**config.mk**
```make
export PLATFORM = sky130hd
export DESIGN_NAME = vc_addr_encoder6_flat
export DESIGN_NICKNAME = d
export VERILOG_FILES = /design/src/rtl/vc_addr_encoder6_if.sv /design/src/rtl/vc_addr_encoder6.sv /design/src/flat_wrapper.sv
export SDC_FILE = /design/constraint.sdc
export NUM_CORES = 1
export LEC_CHECK = 0
export CAP_MARGIN = 20
export CORE_MARGIN = 4
export CORE_UTILIZATION = 58
export DETAILED_ROUTE_END_ITERATION = 8
export GPL_TIMING_DRIVEN = 0
export PLACE_DENSITY = 0.78
export SLEW_MARGIN = 20
export SYNTH_ARGS = -nofsm -noshare
export SYNTH_HDL_FRONTEND = slang
export SYNTH_SLANG_ARGS = --single-unit
export TNS_END_PERCENT = 20
```
**constraint.sdc**
```tcl
create_clock -name clk -period 4.9 [get_ports clk]
set_clock_uncertainty 0.2 [all_clocks]
set_input_delay 0.98 -clock clk [delete_from_list [all_inputs] [get_ports clk]]
set_output_delay 0.98 -clock clk [all_outputs]
set_load 0.01 [all_outputs]
```
**src/rtl/vc_addr_encoder6_if.sv**
```systemverilog
// Bus between the VC request logic and the 6-way address encoder.
// VC_ADDR_PARITY_EN adds the addr_par line.
interface vc_addr_encoder6_if;
    logic [5:0] req;
    logic       ack;
    logic [2:0] addr;
    logic       addr_vld;
    logic [5:0] gnt;
    logic       timeout;
`ifdef VC_ADDR_PARITY_EN
    logic       addr_par;

    modport master (output req, ack, input addr, addr_vld, gnt, timeout, addr_par);
    modport slave  (input req, ack, output addr, addr_vld, gnt, timeout, addr_par);
`else
    modport master (output req, ack, input addr, addr_vld, gnt, timeout);
    modport slave  (input req, ack, output addr, addr_vld, gnt, timeout);
`endif
endinterface

```
**src/rtl/vc_addr_encoder6.sv**
```systemverilog
// Round-robin arbiter over six VC requests, emitting a held 3-bit address in the
// 6-way enable decoder's code. Optional even parity output via VC_ADDR_PARITY_EN.
module vc_addr_encoder6 #(
    parameter int unsigned TO_CYCLES = 16
) (
    input  logic               clk,
    input  logic               rst,
    vc_addr_encoder6_if.slave  bus
);

    localparam bit         TO_EN   = (TO_CYCLES != 0);
    localparam logic [7:0] TO_LAST = 8'(TO_CYCLES - 1);
    localparam logic [7:0] TO_SAT  = TO_EN ? 8'(TO_CYCLES) : 8'hFF;
    localparam logic [2:0] IDLE_CODE = 3'b111;

    typedef enum logic {IDLE, GRANT} state_t;

    state_t     state;
    logic [2:0] ptr;
    logic [2:0] gch;
    logic [7:0] cnt;
    logic [2:0] sel;
    logic       end_grant;
    logic       take_ptr;
    logic       fire_to;

    logic [2:0] addr_p1;
    logic       vld_p1;
    logic [5:0] gnt_p1;
    logic       to_p1;
`ifdef VC_ADDR_PARITY_EN
    logic       par_p1;
`endif

    // Gray-like decoder code: adjacent channels differ in one bit; 101 never used.
    function automatic logic [2:0] ch_code(input logic [2:0] ch);
        logic [2:0] c;
        case (ch)
            3'd0:    c = 3'b000;
            3'd1:    c = 3'b001;
            3'd2:    c = 3'b011;
            3'd3:    c = 3'b010;
            3'd4:    c = 3'b110;
            3'd5:    c = 3'b100;
            default: c = IDLE_CODE;
        endcase
        return c;
    endfunction

    // Lowest distance from ptr+1 wins; caller guarantees r != 0.
    function automatic logic [2:0] rr_pick(input logic [5:0] r, input logic [2:0] p);
        logic [2:0] s;
        int         idx;
        s = 3'd0;
        for (int k = 6; k >= 1; k--) begin
            idx = (int'(p) + k) % 6;
            if (r[idx]) s = 3'(idx);
        end
        return s;
    endfunction

    function automatic logic [7:0] sat_inc(input logic [7:0] c);
        return (c >= TO_SAT) ? c : c + 8'd1;
    endfunction

    function automatic logic even_par(input logic v, input logic [2:0] a);
        return ^{v, a};
    endfunction

    always_comb begin
        sel       = rr_pick(bus.req, ptr);
        end_grant = 1'b0;
        take_ptr  = 1'b0;
        fire_to   = 1'b0;
        if (state == GRANT) begin
            if (bus.ack) begin
                end_grant = 1'b1;
                take_ptr  = 1'b1;
            end else if ((gnt_p1 & bus.req) == 6'b0) begin
                end_grant = 1'b1;
            end else if (TO_EN && cnt == TO_LAST) begin
                end_grant = 1'b1;
                take_ptr  = 1'b1;
                fire_to   = 1'b1;
            end
        end
    end

    // p1: registered grant outputs
    always_ff @(posedge clk) begin
        if (rst) begin
            state   <= IDLE;
            ptr     <= 3'd5;
            gch     <= 3'd0;
            cnt     <= 8'd0;
            addr_p1 <= IDLE_CODE;
            vld_p1  <= 1'b0;
            gnt_p1  <= 6'b0;
            to_p1   <= 1'b0;
`ifdef VC_ADDR_PARITY_EN
            par_p1  <= even_par(1'b0, IDLE_CODE);
`endif
        end else begin
            to_p1 <= fire_to;
            case (state)
                IDLE: begin
                    if (bus.req != 6'b0) begin
                        state   <= GRANT;
                        gch     <= sel;
                        cnt     <= 8'd0;
                        addr_p1 <= ch_code(sel);
                        vld_p1  <= 1'b1;
                        gnt_p1  <= 6'b1 << sel;
`ifdef VC_ADDR_PARITY_EN
                        par_p1  <= even_par(1'b1, ch_code(sel));
`endif
                    end
                end
                GRANT: begin
                    if (end_grant) begin
                        state   <= IDLE;
                        addr_p1 <= IDLE_CODE;
                        vld_p1  <= 1'b0;
                        gnt_p1  <= 6'b0;
`ifdef VC_ADDR_PARITY_EN
                        par_p1  <= even_par(1'b0, IDLE_CODE);
`endif
                        if (take_ptr) ptr <= gch;
                    end else begin
                        cnt <= sat_inc(cnt);
                    end
                end
                default: state <= IDLE;
            endcase
        end
    end

    assign bus.addr     = addr_p1;
    assign bus.addr_vld = vld_p1;
    assign bus.gnt      = gnt_p1;
    assign bus.timeout  = to_p1;
`ifdef VC_ADDR_PARITY_EN
    assign bus.addr_par = par_p1;
`endif

endmodule

```
**src/flat_wrapper.sv**
```systemverilog
// flat-port wrapper written by rule: the top's interface ports become plain ports
module vc_addr_encoder6_flat 
#(
    parameter int unsigned TO_CYCLES = 16
)
  (clk, rst, bus_req, bus_ack, bus_addr, bus_addr_vld, bus_gnt, bus_timeout);
  vc_addr_encoder6_if bus_i ();
  input  logic clk;
  input  logic rst;
  input wire logic [$bits(bus_i.req)-1:0] bus_req;
  input wire logic [$bits(bus_i.ack)-1:0] bus_ack;
  output wire logic [$bits(bus_i.addr)-1:0] bus_addr;
  output wire logic [$bits(bus_i.addr_vld)-1:0] bus_addr_vld;
  output wire logic [$bits(bus_i.gnt)-1:0] bus_gnt;
  output wire logic [$bits(bus_i.timeout)-1:0] bus_timeout;
  assign bus_i.req = bus_req;
  assign bus_i.ack = bus_ack;
  assign bus_addr = bus_i.addr;
  assign bus_addr_vld = bus_i.addr_vld;
  assign bus_gnt = bus_i.gnt;
  assign bus_timeout = bus_i.timeout;
  vc_addr_encoder6 #(.TO_CYCLES(TO_CYCLES)) u_core (.clk(clk), .rst(rst), .bus(bus_i));
endmodule
```
==> results of run 1 <==
==> layout by cell type, fill, tap and decap left out, types with 6 or more instances in the layout <==
| cell | Yosys | routed |
|---|---|---|
| a21oi_1 | 11 | 11 |
| and3_1 | 6 | 6 |
| clkbuf_1 | 8 | 8 |
| clkdlybuf4s50_1 | 0 | 17 |
| dfxtp_1 | 26 | 26 |
| ha_1 | 12 | 12 |
| inv_1 | 14 | 14 |
| mux2i_1 | 12 | 12 |
| nand2_1 | 23 | 23 |
| nand3_1 | 11 | 11 |
| nor2_1 | 27 | 27 |
| nor3_1 | 9 | 9 |
| o21ai_0 | 8 | 8 |
==> flip-flops by register name (all words and copies together) (netlist names) <==
register	count
u_core.bus.addr	3
u_core.bus.addr_vld	1
u_core.bus.gnt	6
u_core.bus.timeout	1
u_core.cnt	8
u_core.gch	3
u_core.ptr	3
u_core.state	1
==> report_power, final <==
group	internal (mW)	leakage, nW	switching [mW]
Clock	0.0827	0.0279	0.0613
Sequential	0.233	0.212	0.0163
Combinational	0.146	0.746	0.181
Total	0.461	0.987	0.259
==> cells by family (layout without fill, tap and decap cells) <==
group | count (synthesis) | count (layout)
AO/OA/AOI/OAI | 61 | 61
multiplexers | 18 | 18
buffers and inverters | 28 | 49
flip-flops | 26 | 26
adder cells (fa/ha/maj) | 12 | 12
XOR/XNOR | 6 | 6
AND/OR/NAND/NOR | 108 | 108
==> per-stage QoR <==
stage                util  worst slack [ps]  cells
floorplan               -              1160    259
global placement    0.685               806    322
detailed placement  0.685               779    322
CTS                 0.700               715    326
global route        0.700               406    326
finish              0.700               704    326
==> layer usage <==
layer	share of wire	GRT usage	vias to the layer above
li1	-	-	984
met3	0.050	0.0230	6
met4	0.013	0.0819	0
met2	0.49	0.381	54
met1	0.45	0.287	907
met5	0	0	-
==> cell type report <==
type,count,share of cell area
multi-input combinational,205,0.612
sequential,26,0.218
timing repair buffer,17,0.0711
buffer,14,0.0314
tap,46,0.0241
inverter,14,0.0220
clock inverter,1,0.0126
clock buffer,3,0.00941
==> final timing paths <==
| kind | endpoint | cells past startpoint | slack, ps |
|---|---|---|---|
| setup / recovery | u_core.bus.addr[0] | 15 | 700 |
| hold / removal | u_core.gch[1] | 2 | 270 |
| setup reg to reg | u_core.bus.addr[0] | 15 | 700 |
| hold reg to reg | u_core.gch[1] | 2 | 270 |
==> worst register-to-register path: cells and delay by family (launching register included) <==
family / cells / cell delay (ps)
flip-flops: 1 / 450
adder cells (fa/ha/maj): 2 / 540
multiplexers: 1 / 320
AO/OA/AOI/OAI: 3 / 550
XOR/XNOR: 1 / 290
buffers and inverters: 3 / 490
AND/OR/NAND/NOR: 5 / 1310
==> impl_metrics.toml, run 1 <==
[run_status]
outcome = "finished clean"

[drt]
vias_per_cell = 5.98
wl_um = 4750
ant_nets = 0
drt-initial-drc-count = 191
vias = 1951
wire_per_inst_um = 14.6
drc = 0
firstDrtPassIters = 4

[global_route]
grt_max_degree = 16
grt_use_total = 0.223
overflow = 0
antenna_found_initial = 0
grt_pass1_vias = 1815
grt_pass1_wl_um = 8030

[finish]
fill_cells = 300
syn2layout_area_growth_pct = 13.3
fin_nets = 302
multi_input_area_um2 = 1460
stdcell_area_um2 = 2390
regArea_um2 = 520
drive_gt1_frac = 0.100
insertedDiodeCount = 0

[synthesis]
async_flop_share = 0
syn_nets = 280
ys.warnings.count = 0
yosysTopAreaCell = "dfxtp_1"
netlist.area_leader.share = 0.246
syn_area_per_cell_um2 = 8.15
synth_top_family_by_area = "simple AND/OR/NAND/NOR gates"
syn_inst = 259
synth_xor_area_frac = 0.0320
synth_mux_area_frac = 0.0995
synth_edf_count = 0
synth_area_um2 = 2110
ys.flop_type = "dfxtp_1"
seq_area_frac_synth = 0.246
synth_commonest_cells = "nor2_1, dfxtp_1, nand2_1, inv_1"
synth.most_common_cell = "nor2_1"
synth.ff_latch_count = 26
yosys.area_share.simple = 0.281
ys_top_cells_by_area = "dfxtp_1, ha_1, mux2i_1"
synth_compound_area_frac = 0.210
yosys.area_share.adder = 0.0711
ys_types = 59

[critical_path]
crit_arrival_ps = 4260
worstPathBufferInverterCount = 3
path_max_fanout = 10
r2r_start = "u_core.ptr[0]"
critPathLaunchType = "flop"
cp-startpoint = "u_core.ptr[0]"
crit_chain = "buf_6 -> buf_4 -> inv_1 -> ha_1 -> xnor2_2 -> ha_1 -> nor2b_1 -> a21oi_1 -> or3b_1 -> o311ai_0 -> o21a_1 -> mux2i_1 -> nor3_4 -> or4_1 -> nand4_1"
crit_family = "simple AND/OR/NAND/NOR gates"
crit_type = "reg -> reg"
cp_slowest_stage_delay_ps = 530
crit_path_end_kind = "flop"
cpMostUsedCell = "ha_1"
crit_path_top_delay_cell = "or4_1"
critPathRequiredTime_ps = 4960

[floorplanning]
rows = 21
die_height_um = 68.3
dieArea_um2 = 4670
core_um2 = 3420
pin_count = 20
die_x_um = 68.3
initial_core_util = 0.618

[clocking]
cts_buffers = 3
cts_max_level = 1
cts_hold_repair.buffers = 0
clk_pin_slew_ps = 140
clockBufferDepth = 2
cts_tree = "yes"
ctsResizeCount = 0
clk_latency_ps = 320
clock_sinks = 26
clockRootBuffer = "clkbuf_4"
cts_setup_buffers = 0

[sta]
relSlewSlack = 0.622
drv_slew = 0
min_period_ps = 4200
hold_viol = 0
tightest_slew_ps = 561
setup_violations = 0
holdWs_ps = 268
setup_tns_ps = 0
fin_crit_sh = 0.856
max_clock_freq_mhz = 238
rsz0062_at_grt = "no"

[power_and_ir_drop]
p_leak_nw = 0.987
pwr_density_cell_nw_per_um2 = 301
finalPower_mw = 0.720
ir_worst_vdd_uv = 338

[job]
drv_cap = 0

[min_path]
hp-start = "u_core.gch[1]"
hold_path.class = "reg -> reg"

[placed_design]
place_area_um2 = 2340
io_buffers = 17
routabilityCongestion = 0.892
dp_hpwl_um = 3730
Note: power is estimated with default switching activity, not from simulation.
==> inputs of run 2 (changes only) <==
Settings changed: REMOVE_ABC_BUFFERS from default to 1, SLEW_MARGIN 20 to 5.
==> run 2 against run 1 <==
  * Worst hold slack better by 9.1 ps
  * Critical path depth down 2
  * Clock power increased by 3%
  * Global-route usage down 1.6 points
  * Worst setup slack got worse by 410 ps
  * Utilization fell by 1.6 points
  * Largest cell class unchanged
  * Largest power group unchanged
==> impl_metrics.toml, run 2 (synthesized netlist as in run 1, its figures left out) <==
[run_status]
outcome = "finished clean"

[clocking]
ctsResizeCount = 0
cts_setup_buffers = 0
cts_buffers = 3
clock_sinks = 26
clockRootBuffer = "clkbuf_4"
cts_tree = "yes"
clk_pin_slew_ps = 150
clk_latency_ps = 330
cts_hold_repair.buffers = 0
cts_max_level = 1
clockBufferDepth = 2

[floorplanning]
pin_count = 20
die_height_um = 68.3
dieArea_um2 = 4670
core_um2 = 3420
die_x_um = 68.3
initial_core_util = 0.618
rows = 21

[placed_design]
place_ws_ps = 362
routabilityCongestion = 0.844
placedCellCount = 310
io_buffers = 19
place_area_um2 = 2280
dp_hpwl_um = 3510

[sta]
min_period_ps = 4600
setup_violations = 0
rsz0062_at_grt = "no"
max_clock_freq_mhz = 217
setup_tns_ps = 0
tightest_slew_ps = 882
fin_crit_sh = 0.939
drv_slew = 0
hold_viol = 0
setup_ws_ps = 299
relSlewSlack = 0.411

[drt]
drt-initial-drc-count = 102
wire_per_inst_um = 14.6
ant_nets = 0
firstDrtPassIters = 4
vias = 1883
vias_per_cell = 6.00
wl_um = 4580
drc = 0

[finish]
stdcell_area_um2 = 2340
layout.cells.non_filler = 314
regMostFlops = "u_core.cnt"
fin_nets = 290
insertedDiodeCount = 0
layout_commonest_cell = "nor2_1"
syn2layout_area_growth_pct = 10.7
drive_gt1_frac = 0.0821
largest_register_ffs = 8
layout_common_cells = "nor2_1, dfxtp_1, nand2_1"
fill_cells = 292

[power_and_ir_drop]
power.internal_mw = 0.457
pwr_density_cell_nw_per_um2 = 305
power_frac_clock = 0.207
p_leak_nw = 0.955
ir_worst_vdd_uv = 258
p_sw_mw = 0.257
p_sw_frac = 0.359
pwr-share-seq = 0.358
combPwrFrac = 0.436
finalPower_mw = 0.714

[critical_path]
path_max_fanout = 23
critPathLaunchType = "flop"
critPathRequiredTime_ps = 4970
crit_path_end_kind = "flop"
crit_arrival_ps = 4670
crit_type = "reg -> reg"

[global_route]
grt_pass1_vias = 1652
grt_max_degree = 24
grt_use_total = 0.206
overflow = 0
antenna_found_initial = 0
grt_pass1_wl_um = 7470

[min_path]
hold_path.class = "reg -> reg"

[job]
drv_cap = 0
[run 2: layout make-up]
class / instances / area [um^2] / area share
clock buffers: 3 / 22.5 / 0.00964
flip-flops and latches: 26 / 520 / 0.223
multi-input cells: 205 / 1460 / 0.626
clock inverters: 1 / 30.0 / 0.0128
repair buffers: 19 / 190 / 0.0814
well taps: 46 / 57.6 / 0.0246
inverters: 14 / 52.6 / 0.0225
[run 2: through the flow]
stage	hold WS, ps	util
after floorplan	230	-
after global placement	247	0.669
after detailed placement	258	0.669
after CTS	288	0.684
after global routing	301	0.684
final	278	0.684
[run 2: critical path: stages, from the launching register on]
cell and delay, ps:
dfxtp_1 930, ha_1 380, xor2_2 210, inv_1 90, ha_1 290, or4b_1 500, and3_4 220, nor3b_1 170
nor4bb_4 350, mux2i_1 230, and4_4 250, nor3_4 70, or4_1 530, nand4_1 100
[run 2: power by group through the flow]
| stage | combinational (mW) | clock, mW | sequential, mW |
|---|---|---|---|
| after CTS | 0.311 | 0.149 | 0.255 |
| final | 0.311 | 0.148 | 0.255 |
| after global routing | 0.343 | 0.159 | 0.259 |
| after detailed placement | 0.309 | 0 | 0.260 |
| after global placement | 0.305 | 0 | 0.260 |
| after floorplan | 0.220 | 0 | 0.262 |
[run 2: final timing paths]
path | startpoint | endpoint | slack (ps) | cells past startpoint
worst max-delay path | u_core.ptr[0] | u_core.bus.addr[0] | 300 | 13
worst min-delay path | u_core.gch[0] | u_core.ptr[0] | 280 | 2
worst max register to register | u_core.ptr[0] | u_core.bus.addr[0] | 300 | 13
worst min register to register | u_core.gch[0] | u_core.ptr[0] | 280 | 2
[run 2: layer usage]
metal	GRT usage	vias up	part of all wire	wire [um]
met5	0	-	0	0
met4	0.0670	0	0.010	48
met3	0.0148	5	0.026	120
met2	0.347	32	0.49	2240
met1	0.279	877	0.47	2170
li1	-	969	-	-
